--- config.mk ---
export PLATFORM = sky130hd
export DESIGN_NAME = restoring_divider_module
export DESIGN_NICKNAME = d
export VERILOG_FILES = /design/src/rtl/restoring_divider_module.sv
export SDC_FILE = /design/constraint.sdc
export NUM_CORES = 1
export LEC_CHECK = 0
export BUFFER_PORTS_ARGS = -buffer_cell sky130_fd_sc_hd__buf_2
export CORE_UTILIZATION = 55
export CTS_BUF_LIST = sky130_fd_sc_hd__clkbuf_16
export DETAILED_ROUTE_END_ITERATION = 10
export PLACE_DENSITY = 0.77
export SETUP_SLACK_MARGIN = 0.3
export SLEW_MARGIN = 10
export SYNTH_ARGS = -nofsm -noshare
export SYNTH_HDL_FRONTEND = slang
export SYNTH_SLANG_ARGS = --single-unit
--- constraint.sdc ---
create_clock -name clk -period 2.3 [get_ports clk]
set_clock_uncertainty 0.1 [all_clocks]
set_input_delay 0 -clock clk [delete_from_list [all_inputs] [get_ports clk]]
set_output_delay 0 -clock clk [all_outputs]
set_load 0.03 [all_outputs]
--- src/rtl/restoring_divider_module.sv ---
// ---------------------------------------------------------------------------
// restoring_divider_module
//
// Purpose:
//   Multi-cycle unsigned restoring divider. It produces one quotient bit per
//   clock by trial subtraction of the divisor from a width+1-bit partial
//   remainder. A divide is requested with a start/busy/done handshake.
//   Divide by zero skips the iteration and reports all-ones quotient,
//   dividend as remainder, and div_zero.
//
// Ports:
//   clk        in   1      rising-edge clock
//   reset_n    in   1      asynchronous active-low reset
//   start      in   1      divide request, sampled only while idle
//   dividend   in   width  unsigned dividend, captured on accept
//   divisor    in   width  unsigned divisor, captured on accept
//   busy       out  1      high from accept until the result is published
//   done       out  1      one-cycle pulse, results valid
//   quotient   out  width  result quotient, held until the next result
//   remainder  out  width  result remainder, held until the next result
//   div_zero   out  1      divisor was zero, held until the next accept
// ---------------------------------------------------------------------------
module restoring_divider_module #(
    parameter int width = 4
) (
    input  logic             clk,
    input  logic             reset_n,
    input  logic             start,
    input  logic [width-1:0] dividend,
    input  logic [width-1:0] divisor,
    output logic             busy,
    output logic             done,
    output logic [width-1:0] quotient,
    output logic [width-1:0] remainder,
    output logic             div_zero
);

    localparam int CNT_W = $clog2(width);
    localparam logic [CNT_W-1:0] LAST_ITER = CNT_W'(width - 1);

    typedef enum logic [1:0] {
        S_IDLE = 2'd0,
        S_RUN  = 2'd1,
        S_DONE = 2'd2
    } state_t;

    state_t           state_q;
    logic [width:0]   r_q;      // partial remainder, one guard bit
    logic [width-1:0] q_q;      // starts as the dividend, fills with quotient bits
    logic [width-1:0] dvs_q;
    logic [CNT_W-1:0] cnt_q;
    logic             dz_q;

    logic [width:0]   r_shift;
    logic [width:0]   trial;
    logic [width:0]   r_d;
    logic [width-1:0] q_d;

    // One restoring step: shift {R,Q} left, the dividend MSB (held in the
    // top of Q) drops into R[0]; keep the trial difference if it did not
    // borrow. R stays below the divisor, so its guard bit never overflows.
    always_comb begin
        r_shift = (r_q << 1) | {{width{1'b0}}, q_q[width-1]};
        trial   = r_shift - {1'b0, dvs_q};
        r_d     = r_shift;
        q_d     = {q_q[width-2:0], 1'b0};
        if (!trial[width]) begin
            r_d = trial;
            q_d = {q_q[width-2:0], 1'b1};
        end
    end

    always_ff @(posedge clk or negedge reset_n) begin
        if (!reset_n) begin
            state_q   <= S_IDLE;
            r_q       <= '0;
            q_q       <= '0;
            dvs_q     <= '0;
            cnt_q     <= '0;
            dz_q      <= 1'b0;
            busy      <= 1'b0;
            done      <= 1'b0;
            quotient  <= '0;
            remainder <= '0;
            div_zero  <= 1'b0;
        end else begin
            done <= 1'b0;
            case (state_q)
                S_IDLE: begin
                    if (start) begin
                        q_q      <= dividend;
                        dvs_q    <= divisor;
                        r_q      <= '0;
                        cnt_q    <= '0;
                        dz_q     <= (divisor == '0);
                        div_zero <= 1'b0;
                        busy     <= 1'b1;
                        state_q  <= (divisor == '0) ? S_DONE : S_RUN;
                    end
                end
                S_RUN: begin
                    r_q   <= r_d;
                    q_q   <= q_d;
                    cnt_q <= cnt_q + CNT_W'(1);
                    if (cnt_q == LAST_ITER) begin
                        state_q <= S_DONE;
                    end
                end
                S_DONE: begin
                    done    <= 1'b1;
                    busy    <= 1'b0;
                    state_q <= S_IDLE;
                    if (dz_q) begin
                        // Q was never shifted, so it still holds the dividend.
                        quotient  <= '1;
                        remainder <= q_q;
                        div_zero  <= 1'b1;
                    end else begin
                        quotient  <= q_q;
                        remainder <= r_q[width-1:0];
                        div_zero  <= 1'b0;
                    end
                end
                default: begin
                    state_q <= S_IDLE;
                end
            endcase
        end
    end

endmodule

==> impl_metrics.json <==
{
  "cap_violations": 0,
  "hp-class": "primary input to flip-flop",
  "n_antenna_cell": 0,
  "setup_ws_ps": 279,
  "drtPass1Iterations": 4,
  "r2r_slack_ps": 280,
  "path_clk_slew_ps": 70,
  "die_height_um": 53.7,
  "synthFlopType": "dfrtp_1",
  "hold_violations": 0,
  "dieArea_um2": 2880,
  "synth.distinct_cells": 39,
  "synth-edff-count": 0,
  "wirelength_um": 3220,
  "critical_path_class": "flip-flop to flip-flop",
  "grt_max_degree": 29,
  "grt_pass1_wl_um": 5020,
  "path_max_fanout": 3,
  "crit_path_end_kind": "flip-flop",
  "clk_latency_ps": 260,
  "initial_core_util": 0.587,
  "dp.final_hpwl_um": 2100,
  "start_kind": "flip-flop",
  "drt-initial-drc-count": 67,
  "vias_per_cell": 5.84,
  "ys_async_sr_fraction": 1.00,
  "portBuffers": 21,
  "outcome": "completed",
  "rsz0062_at_grt": "yes",
  "synth_warnings": 0,
  "arrival_ps": 2090,
  "cts.sinks": 28,
  "htree_levels": 1,
  "drc": 0,
  "cts-root-buf": "clkbuf_16",
  "period_share": 0.879,
  "die_w_um": 53.7,
  "area_growth_pct": 24.2,
  "wl_per_cell_um": 15.0,
  "rows": 18,
  "synth_cells": 152,
  "cts_made_buffers": 3,
  "drive_gt1_frac": 0.255,
  "dr_total_vias": 1249,
  "cts_tree": "done",
  "ys_ff_latch": 28,
  "p_leak_nw": 0.835,
  "worstPathRequired_ps": 2370,
  "syn_area_um2": 1470,
  "nets": 202,
  "worst_slew_pin_slew_ps": 635,
  "globalplace.congestion": 0.914,
  "cts_buffer_depth": 2,
  "hold_end": "div_zero$_DFFE_PN0P_",
  "syn_nets": 169,
  "r2r-end": "r_q[2]$_DFFE_PN0P_",
  "powerDensity_nw_per_um2": 1670,
  "grt_usage": 0.249,
  "postSynthAreaPerCell_um2": 9.66,
  "io_pins": 22,
  "design.core.area_um2": 2500,
  "setup_viol": 0,
  "holdWs_ps": 4.51,
  "hold-path-cell-count": 4,
  "fin_tns_setup_ps": 0,
  "rr_worst_depth": 8,
  "drv_slew": 0,
  "grt_remaining_overflow": 0,
  "fmax_mhz": 495,
  "drtAntennaViolNets": 0,
  "ys_seq_area_frac": 0.477,
  "pre_cts_ws_ps": 139,
  "hold_start": "start",
  "final_cell_mix": "dfrtp_1, nand2_1, buf_2, o21ai_0, nor2_1",
  "r2r-start": "q_q[3]$_DFFE_PN0P_",
  "ir_drop_mv": 1.10,
  "grt_pass1_vias": 1102,
  "post-route-min-period_ps": 2020,
  "relSlewSlack": 0.576,
  "antenna_found_initial": 0,
  "final_common_cell": "dfrtp_1"
}
## Yosys cell counts, types with 2 or more instances
master | n | area (µm²)
a21oi_1 | 4 | 20.0
a22oi_1 | 2 | 15.0
a31oi_1 | 2 | 12.5
buf_2 | 4 | 20.0
clkbuf_1 | 2 | 7.51
dfrtp_1 | 28 | 701
ha_1 | 5 | 62.6
inv_1 | 9 | 33.8
mux2i_1 | 6 | 60.1
nand2_1 | 23 | 86.3
nand2b_1 | 4 | 25.0
nand3_1 | 2 | 10.0
nor2_1 | 11 | 41.3
nor2b_1 | 2 | 12.5
nor4_1 | 5 | 31.3
o21ai_0 | 18 | 90.1
o21ai_1 | 2 | 10.0
o22ai_1 | 2 | 12.5
## power by group
part / switching [mW] / internal, mW / leakage [nW]
registers: 0.197 / 0.713 / 0.348
clock network: 0.164 / 0.233 / 0.0385
logic: 1.02 / 0.722 / 0.448
## final cells by class
type                            instances  area, µm²
Multi-Input combinational cell        108        739
Clock buffer                            3       75.1
Inverter                                9       33.8
Fill cell                             175        677
Timing Repair Buffer                   35        233
Sequential cell                        28        701
Tap cell                               30       37.5
Clock inverter                          1       3.75
## metal layers
layer,vias to the layer above,GRT usage,part of all wire
li1,605,-,-
met1,583,0.314,0.43
met2,51,0.423,0.50
met3,10,0.0480,0.048
met4,0,0.0833,0.021
met5,-,0,0
## worst max-delay path: stages, from the launching register on
cell and delay, ps:
dfrtp_1 390, inv_2 80, ha_4 130, inv_2 40, fa_2 390, a211o_2 350, nand3_2 130, a21oi_2 90
o31ai_4 230
## cells by family (layout without fill, tap and decap cells)
family,after synthesis,count (layout),synth area share
compound gates,40,40,0.184
fa+ha+maj,6,6,0.0563
mux,7,7,0.0486
buf+inv,16,48,0.0469
flops,28,28,0.477
simple gates,53,53,0.175
xor+xnor,2,2,0.0119
## flip-flops by register name, indices dropped and copies added (netlist names)
register / count
busy: 1
cnt_q: 2
div_zero: 1
done: 1
dvs_q: 4
dz_q: 1
q_q: 4
quotient: 4
r_q: 4
remainder: 4
state_q: 2
## how the worst max path moves through the flow
stage / startpoint / endpoint / slack (ps) / depth (start not counted)
final: q_q[3]$_DFFE_PN0P_ / r_q[2]$_DFFE_PN0P_ / 280 / 8
after global routing: q_q[3]$_DFFE_PN0P_ / r_q[3]$_DFFE_PN0P_ / 190 / 8
after CTS: q_q[3]$_DFFE_PN0P_ / r_q[2]$_DFFE_PN0P_ / 270 / 8
after detailed placement: q_q[3]$_DFFE_PN0P_ / r_q[2]$_DFFE_PN0P_ / 140 / 8
after global placement: q_q[3]$_DFFE_PN0P_ / r_q[2]$_DFFE_PN0P_ / 260 / 8
after floorplan: q_q[3]$_DFFE_PN0P_ / r_q[2]$_DFFE_PN0P_ / 330 / 8
## repair_timing
item / CTS / global route
hold buffers: 9 / 0
hold endpoints to repair: 38 / 0
gates resized for setup: 4 / 6
pin swaps: 4 / 1
setup buffers: 4 / 1
endpoints found under the setup margin: 4 / 5
## per-stage QoR
step	instances	instance area, µm²	total power [mW]	util
floorplan	152	1470	2.06	-
global placement	196	1580	2.31	0.631
detailed placement	196	1580	2.38	0.631
CTS	213	1790	2.92	0.716
global route	214	1820	3.26	0.729
finish	214	1820	3.05	0.729
Power figures use the tool's default switching activity.
